[config.mk]
export PLATFORM = sky130hd
export DESIGN_NAME = jtpopeye_obj_draw
export DESIGN_NICKNAME = d
export VERILOG_FILES = /design/src/rtl/jtpopeye_obj_draw.sv
export SDC_FILE = /design/constraint.sdc
export NUM_CORES = 1
export LEC_CHECK = 0
export ABC_AREA = 1
export BUFFER_PORTS_ARGS = -buffer_cell sky130_fd_sc_hd__buf_4
export CORE_ASPECT_RATIO = 1.25
export CORE_MARGIN = 5
export CORE_UTILIZATION = 58
export CTS_BUF_LIST = sky130_fd_sc_hd__clkbuf_8
export CTS_CLUSTER_SIZE = 14
export DETAILED_ROUTE_END_ITERATION = 10
export PLACE_DENSITY = 0.8
export SYNTH_ARGS = -nofsm -noshare
export SYNTH_HDL_FRONTEND = slang
export SYNTH_SLANG_ARGS = --single-unit
[constraint.sdc]
create_clock -name clk -period 2.5 [get_ports clk]
set_input_delay 0.125 -clock clk [delete_from_list [all_inputs] [get_ports clk]]
set_output_delay 0.125 -clock clk [all_outputs]
set_load 0.05 [all_outputs]
[src/rtl/jtpopeye_obj_draw.sv]
// Object pixel generator: fetches one ROM word per line-buffer slot and serialises it
// through two alternating lanes. Define JTPOPEYE_OBJ_MISS_EN to add miss/miss_cnt.
module jtpopeye_obj_draw #(
  parameter int unsigned ROMW    = 13,
  parameter int unsigned PXL_DLY = 0
) (
  input  logic            clk,
  input  logic            rst,
  input  logic            pxl_cen,
  input  logic [7:0]      H,
  input  logic            HB,
  input  logic [17:0]     DJ,
  output logic [ROMW-1:0] rom_addr,
  output logic            rom_cs,
  input  logic [15:0]     rom_data,
  input  logic            rom_ok,
`ifdef JTPOPEYE_OBJ_MISS_EN
  output logic            miss,
  output logic [7:0]      miss_cnt,
`endif
  output logic [4:0]      obj_pxl
);
  localparam int unsigned CW = 4;
  localparam logic [1:0] IDLE  = 2'd0;
  localparam logic [1:0] WAIT  = 2'd1;
  localparam logic [1:0] READY = 2'd2;

  logic [1:0]    state, state_nx;
  logic [2:0]    ent_pal;
  logic [1:0]    ent_start;
  logic          ent_hflip;
  logic [15:0]   ent_data;
  logic [CW-1:0] cnt [2];
  logic [15:0]   shf [2];
  logic [2:0]    lpal [2];
  logic          toggle, newest, hb_l;
  logic [4:0]    dly [PXL_DLY+1];
  logic          slot_in, slot_end, fetch, capture, deadline, load, hb_rise;
  logic [1:0]    col_new, col_old;
  logic [4:0]    pix;
  logic          unused_h;

  function automatic logic [7:0] rev8(input logic [7:0] b);
    logic [7:0] r;
    for (int i = 0; i < 8; i++) r[i] = b[7-i];
    return r;
  endfunction

  // A lane shows a pixel only once its start delay has elapsed.
  function automatic logic [1:0] lane_col(input logic [CW-1:0] c, input logic [15:0] s);
    return (c != '0 && c <= CW'(8)) ? {s[15], s[7]} : 2'b00;
  endfunction

  assign unused_h = ^H[7:2];
  assign slot_in  = (H[1:0] == 2'b01);
  assign slot_end = (H[1:0] == 2'b11);
  assign fetch    = pxl_cen && state == IDLE && slot_in && !HB && DJ[16:14] != 3'd0;
  assign deadline = pxl_cen && state == WAIT && slot_end;
  assign capture  = pxl_cen && state == WAIT && !slot_end && rom_ok;
  assign load     = pxl_cen && state == READY && slot_end;
  assign hb_rise  = HB && !hb_l;

  always_ff @(posedge clk) begin
    if (rst) state <= IDLE;
    else     state <= state_nx;
  end

  always_comb begin
    state_nx = state;
    case (state)
      IDLE:    if (fetch) state_nx = WAIT;
      WAIT:    if (deadline) state_nx = IDLE;
               else if (capture) state_nx = READY;
      READY:   if (load) state_nx = IDLE;
      default: state_nx = IDLE;
    endcase
  end

  // Entry latch and ROM request
  always_ff @(posedge clk) begin
    if (rst) begin
      rom_cs    <= 1'b0;
      rom_addr  <= '0;
      ent_pal   <= '0;
      ent_start <= '0;
      ent_hflip <= 1'b0;
      ent_data  <= '0;
    end else begin
      if (fetch) begin
        rom_cs    <= 1'b1;
        rom_addr  <= ROMW'({DJ[17], DJ[10:4], DJ[3:1], DJ[0], 1'b0});
        ent_pal   <= DJ[16:14];
        ent_start <= DJ[13:12];
        ent_hflip <= DJ[11];
      end
      if (capture) begin
        rom_cs   <= 1'b0;
        ent_data <= rom_data;
      end
      if (deadline) rom_cs <= 1'b0;
    end
  end

  // Shift lanes; a load truncates whatever the target lane still held
  always_ff @(posedge clk) begin
    if (rst) begin
      for (int i = 0; i < 2; i++) begin
        cnt[i]  <= '0;
        shf[i]  <= '0;
        lpal[i] <= '0;
      end
      toggle <= 1'b0;
      newest <= 1'b0;
      hb_l   <= 1'b0;
    end else if (pxl_cen) begin
      hb_l <= HB;
      for (int i = 0; i < 2; i++) begin
        if (load && toggle == 1'(i)) begin
          cnt[i]  <= CW'(8) + CW'(ent_start);
          shf[i]  <= ent_hflip ? {rev8(ent_data[15:8]), rev8(ent_data[7:0])} : ent_data;
          lpal[i] <= ent_pal;
        end else if (cnt[i] > CW'(8)) begin
          cnt[i] <= cnt[i] - CW'(1);
        end else if (cnt[i] != '0) begin
          shf[i] <= {shf[i][14:8], 1'b0, shf[i][6:0], 1'b0};
          cnt[i] <= cnt[i] - CW'(1);
        end
      end
      if (load) newest <= toggle;
      if (hb_rise)   toggle <= 1'b0;
      else if (load) toggle <= ~toggle;
    end
  end

  assign col_new = lane_col(cnt[newest], shf[newest]);
  assign col_old = lane_col(cnt[~newest], shf[~newest]);

  always_comb begin
    pix = 5'd0;
    if (col_new != 2'b00)      pix = {lpal[newest], col_new};
    else if (col_old != 2'b00) pix = {lpal[~newest], col_old};
  end

  // Output register plus optional alignment stages
  always_ff @(posedge clk) begin
    if (rst) begin
      for (int i = 0; i <= int'(PXL_DLY); i++) dly[i] <= '0;
    end else if (pxl_cen) begin
      dly[0] <= HB ? 5'd0 : pix;
      for (int i = 1; i <= int'(PXL_DLY); i++) dly[i] <= dly[i-1];
    end
  end

  assign obj_pxl = dly[PXL_DLY];

`ifdef JTPOPEYE_OBJ_MISS_EN
  always_ff @(posedge clk) begin
    if (rst) begin
      miss     <= 1'b0;
      miss_cnt <= '0;
    end else begin
      miss <= deadline;
      if (deadline && miss_cnt != 8'hFF) miss_cnt <= miss_cnt + 8'd1;
    end
  end
`endif

endmodule

==> results of run 1 <==
[metrics by stage]
| stage | power (mW) | worst slack, ps | instance area (um^2) |
|---|---|---|---|
| after global routing | 3.159 | 224.2 | 4805 |
| final | 3.012 | 386.8 | 4805 |
| after floorplan | 1.989 | 374.6 | 4109 |
| after detailed placement | 2.120 | 383.3 | 4616 |
| after global placement | 2.104 | 469.1 | 4616 |
| after CTS | 3.026 | 367.4 | 4805 |
[per-layer routing]
layer  share of wire  vias to the layer above  GRT usage
met5               0                        -          0
met4           0.018                        0    0.07353
met3           0.047                       13    0.04675
met2            0.49                       71     0.3189
met1            0.45                     1509     0.2500
li1                -                     1675          -
[flip-flops by register name, indices dropped and copies added, names as in the netlist, 3 cells and up, named ones only]
register and cells:
cnt 8, dly 5, ent_data 16, ent_pal 3, lpal 6, rom_addr 12, shf 32
[final cells by class]
cell class,count,share of cell area
clock buffer,9,0.02578
clock inverter,7,0.01146
inverter,61,0.04818
multi-input combinational,293,0.3021
sequential,92,0.4854
tap,90,0.02344
timing repair buffer,66,0.1036
[cell families (layout without fill, tap and decap cells)]
kind of cell	after synthesis	in the layout	synth area share
XOR/XNOR	1	1	0.002132
AO/OA/AOI/OAI	131	131	0.1769
AND/OR/NAND/NOR	158	158	0.1672
other	1	1	0.0009126
adder cells (fa/ha/maj)	2	2	0.006089
buffers and inverters	80	143	0.07917
flip-flops	92	92	0.5676
[cells in the mapped netlist, types with 2 or more instances]
master / n / area (um^2)
nand2_1: 73 / 274.0
nor3_1: 4 / 20.02
a21oi_1: 30 / 150.1
clkbuf_1: 12 / 45.04
a21o_1: 2 / 15.01
buf_6: 2 / 22.52
buf_2: 3 / 15.01
ha_1: 2 / 25.02
nand3_1: 24 / 120.1
inv_1: 59 / 221.5
edfxtp_1: 49 / 1471
nor2_1: 44 / 165.2
nand2_4: 3 / 33.78
o21ai_2: 8 / 70.07
o22ai_1: 14 / 87.58
o21ai_0: 75 / 375.4
nand4_1: 3 / 18.77
dfxtp_1: 43 / 860.8
[worst paths after layout]
path	endpoint	slack, ps
worst min-delay path	rom_addr[6]	20
worst max register to register	shf[1][2]	390
worst max-delay path	shf[1][2]	390
worst min register to register	ent_data[1]	470
[power by group]
group | leakage [nW] | internal, mW | switching (mW)
logic | 0.928 | 0.138 | 0.240
registers | 0.866 | 1.67 | 0.0334
clock network | 0.0943 | 0.376 | 0.549
total | 1.89 | 2.19 | 0.822
[critical path, stage by stage (launching register included)]
cell      delay [ps]
edfxtp_1         400
inv_1            140
ha_1             160
inv_1             40
or2_2            290
nand2_1           70
nand3_1          300
nand2_1          150
buf_4            250
==> results.py, run 1 <==
metrics = {
    "sta": {
        "rsz0062_at_grt": "no",
        "finalSetupTns_ps": 0,
        "tightest_slew_ps": 779.6,
        "fin_crit_sh": 0.8453,
        "min_period_ps": 2113,
        "slew_violations": 0,
        "hold_violations": 0,
        "whs_ps": 16.64,
        "relSlewSlack": 0.4796,
        "skew_ps": 11.65,
        "setup_viol": 0,
        "fmax_ghz": 0.4732,
    },
    "critical_path": {
        "crit_type": "reg2reg",
        "r2r_start": "cnt[1][0]",
        "cp_max_fo": 16,
        "start_kind": "register",
        "worstPathRequired_ps": 2550,
        "r2r.worst_path.cells": 8,
        "crit_path_start": "cnt[1][0]",
        "crit_arrival_ps": 2160,
        "worst_setup_path_end_kind": "register",
    },
    "global_routing": {
        "grt_usage": 0.1954,
        "antenna_found_initial": 0,
        "grt-ovfl-total": 0,
        "grt_pass1_wl_mm": 14.19,
        "grt_max_degree": 43,
        "grt_pass1_vias": 3241,
    },
    "cts": {
        "cts_inserted_buffers": 9,
        "clock-sinks": 92,
        "path_clk_slew_ps": 100,
        "post_cts_buffers": 0,
        "ctsHoldBuffers": 1,
        "cts_tree": "done",
        "clk_latency_ps": 360,
        "htree_levels": 3,
        "cts_buffer_depth": 2,
        "cts_resized": 0,
        "cts_root_buf": "clkbuf_8",
    },
    "floorplan": {
        "io_pins": 66,
        "initial_core_util": 0.5926,
        "die_h_um": 104.1,
        "die_area_um2": 8878,
        "fp.dieW_um": 85.28,
        "rows": 34,
        "fp.coreArea_um2": 6934,
    },
    "finish": {
        "drive_gt1_frac": 0.1894,
        "fillers": 552,
        "areaGrowthSynthToFinish_pct": 16.93,
        "antenna_cells": 0,
        "final_cell_mix": "75 x o21ai_0, 73 x nand2_1, 65 x buf_4",
        "layout_commonest_cell": "o21ai_0",
        "final_core_util": 0.6929,
        "fin_nets": 572,
        "final_cells": 618,
        "seq_area_um2": 2332,
        "multi_input_area_um2": 1451,
    },
    "place": {
        "dp_hpwl_mm": 6.003,
        "dp_cells": 601,
        "io_buffers": 58,
        "place_congestion": 0.8902,
    },
    "hold_path": {
        "hp-class": "in2reg",
        "holdPathStages": 3,
        "min_from": "DJ[5]",
    },
    "synthesis": {
        "yosys_warnings": 0,
        "synth_ff_type": "edfxtp_1",
        "ys_ff_latch": 92,
        "synth_fp_nets": 514,
        "synth-seq-area-share": 0.5676,
        "synthArstFlopShare": 0,
        "syn_area_per_cell_um2": 8.836,
        "syn_area_um2": 4109,
        "synthCells": 465,
        "ys_types": 33,
        "synth_edf_count": 49,
    },
    "routing": {
        "vias": 3268,
        "postRouteAntennaNets": 0,
        "wl_mm": 8.156,
        "drc": 0,
        "drt-vias-per-instance": 5.288,
        "dr.first_iter.drc_count": 247,
        "first_pass_iters": 4,
        "avgRoutedWirePerCell_um": 13.20,
    },
    "pwr": {
        "p_leak_nw": 1.888,
        "ir_drop_uv": 426.5,
        "p_per_area_nw_per_um2": 626.8,
    },
    "job": {
        "drv_cap": 0,
    },
    "outcome": {
        "status": "finished clean",
    },
}
No activity file was read; power rests on OpenSTA's default activity.
==> inputs of run 2 (changes only) <==
- CORE_UTILIZATION: 58 -> 53
- PLACE_DENSITY: 0.8 -> 0.76
- clock period: 2.5 -> 1.7 ns (I/O delays scaled with it)
==> run 2 against run 1 <==
  * The flow now finishes with violations (negative setup slack)
  * Critical path depth is 2 higher
  * Global-route usage is 0.53 points higher
  * Largest power group unchanged
  * Count of clock-buffer cells in the layout stayed put
  * Maximum frequency is 15% higher
==> results.py, run 2 (same netlist as run 1, synthesis figures left out) <==
metrics = {
    "outcome": {
        "status": "complete, but fails checks",
        "violations": "negative setup slack",
    },
    "place": {
        "place_area_um2": 4772,
        "pre_cts_ws_ps": -42.32,
        "dp_hpwl_mm": 6.069,
        "io_buffers": 58,
        "place_congestion": 0.8667,
    },
    "global_routing": {
        "grt_pass1_vias": 3343,
        "grt_max_degree": 43,
        "antenna_found_initial": 0,
        "grt_pass1_wl_mm": 15.05,
        "grt_usage": 0.2008,
        "grt-ovfl-total": 0,
    },
    "critical_path": {
        "regToRegSetupSlack_ps": -140,
        "path_buf_inv": 4,
        "start_kind": "register",
        "crit_type": "reg2reg",
        "worst_setup_path_end_kind": "register",
        "critPathSlowestCell": "edfxtp_1",
        "max_stage_delay_ps": 430,
        "worstPathRequired_ps": 1830,
        "crit_chain": "inv_2 > ha_4 > inv_2 > or2_4 > nor2_4 > nor2_4 > nand3_4 > buf_6 > nand2_4 > clkbuf_16",
        "critPathTopFamily": "simple AND/OR/NAND/NOR gates",
        "crit_arrival_ps": 1970,
        "cp_max_fo": 8,
    },
    "routing": {
        "dr.first_iter.drc_count": 282,
        "drc": 0,
        "first_pass_iters": 4,
        "drt-vias-per-instance": 5.331,
        "wl_mm": 9.930,
        "vias": 3545,
        "avgRoutedWirePerCell_um": 14.93,
        "postRouteAntennaNets": 0,
    },
    "floorplan": {
        "fp.coreArea_um2": 7702,
        "die_area_um2": 9625,
        "fp.dieW_um": 88.76,
        "die_h_um": 108.4,
        "initial_core_util": 0.5335,
        "io_pins": 66,
        "rows": 36,
    },
    "hold_path": {
        "hp-class": "in2reg",
    },
    "finish": {
        "top_regs": "shf (32), ent_data (16), rom_addr (12)",
        "areaGrowthSynthToFinish_pct": 36.75,
        "layout_commonest_cell": "buf_4",
        "largest_reg_flops": 32,
        "regMostFlops": "shf",
        "final_cell_area_um2": 5619,
        "final_cell_mix": "76 x buf_4, 66 x o21ai_0, 57 x inv_1, 57 x nand2_1, 49 x edfxtp_1",
        "fin_nets": 614,
        "antenna_cells": 0,
        "drive_gt1_frac": 0.3175,
    },
    "sta": {
        "hold_violations": 0,
        "rsz0062_at_grt": "yes",
        "setup_slack_ps": -138.0,
        "fin_crit_sh": 1.081,
        "slew_violations": 0,
        "whs_ps": 1.500,
        "fmax_ghz": 0.5441,
        "relSlewSlack": 0.5077,
        "tightest_slew_ps": 730.8,
        "min_period_ps": 1838,
        "finalSetupTns_ps": -3417,
        "skew_ps": 12.79,
        "setup_viol": 47,
    },
    "pwr": {
        "p_leak_nw": 2.191,
        "power_mw": 4.780,
        "p_per_area_nw_per_um2": 850.7,
        "ir_drop_uv": 692.9,
    },
    "cts": {
        "cts_root_buf": "clkbuf_8",
        "cts_inserted_buffers": 9,
        "htree_levels": 3,
        "cts_buffer_depth": 2,
        "path_clk_slew_ps": 90,
        "clk_latency_ps": 370,
        "cts_tree": "done",
        "clock-sinks": 92,
    },
    "job": {
        "drv_cap": 0,
    },
}
==> run 2: cell count changes in the layout (fill, tap and decap cells not counted), moves of 5 or more <==
| cell | previous run | this run |
|---|---|---|
| buf_4 | 65 | 76 |
| nand3_2 | 1 | 9 |
| o21ai_0 | 75 | 66 |
| o22ai_2 | 0 | 9 |
| inv_2 | 1 | 8 |
| dlygate4sd3_1 | 1 | 19 |
| nand2_2 | 1 | 15 |
| o21ai_2 | 8 | 13 |
| nand3_1 | 24 | 13 |
| o22ai_1 | 14 | 4 |
| nand2_1 | 73 | 57 |
==> run 2: layout make-up <==
class	count	area (um^2)
clock inverters	7	55.05
fillers	502	2083
multi-input cells	294	1774
repair buffers	106	963.4
clock buffers	9	123.9
well taps	95	118.9
inverters	61	241.5
flip-flops and latches	92	2333
repair inverters	1	8.758
==> run 2: layer usage <==
metal  GRT usage  vias up  wire length (um)
met1      0.2584     1665              4255
li1            -     1764                 -
met3     0.04726       16               483
met4     0.07775        0               151
met2      0.3248      100              5039
met5           0        -                 0
==> run 2: worst min-delay path, stage by stage <==
cell and delay (ps):
buf_4 70, o21ai_0 70, a21oi_1 100
==> run 2: final timing paths <==
path	cells after the start	start	end
worst max-delay path	10	cnt[1][0]	shf[1][7]
worst min register to register	2	ent_pal[2]	ent_pal[2]
worst min-delay path	3	rom_data[7]	ent_data[7]
worst max register to register	10	cnt[1][0]	shf[1][7]
==> run 2: where the power goes <==
group | total (mW) | switching (mW) | leakage, nW | internal [mW]
clock network | 1.40 | 0.741 | 0.110 | 0.656
registers | 2.52 | 0.0591 | 0.866 | 2.46
logic | 0.860 | 0.483 | 1.21 | 0.377
total | 4.78 | 1.28 | 2.19 | 3.50
==> run 2: what timing repair did <==
item	CTS	global route
pin swaps	0	11
gates cloned	1	4
endpoints found under the hold margin	20	0
gates resized for setup	8	77
endpoints found under the setup margin	48	76
hold buffers	19	0
buffers inserted	3	9
==> run 2: metrics by stage <==
stage	cells	utilization
floorplan	465	-
global placement	615	0.6196
detailed placement	615	0.6196
CTS	654	0.6780
global route	665	0.7295
finish	665	0.7295
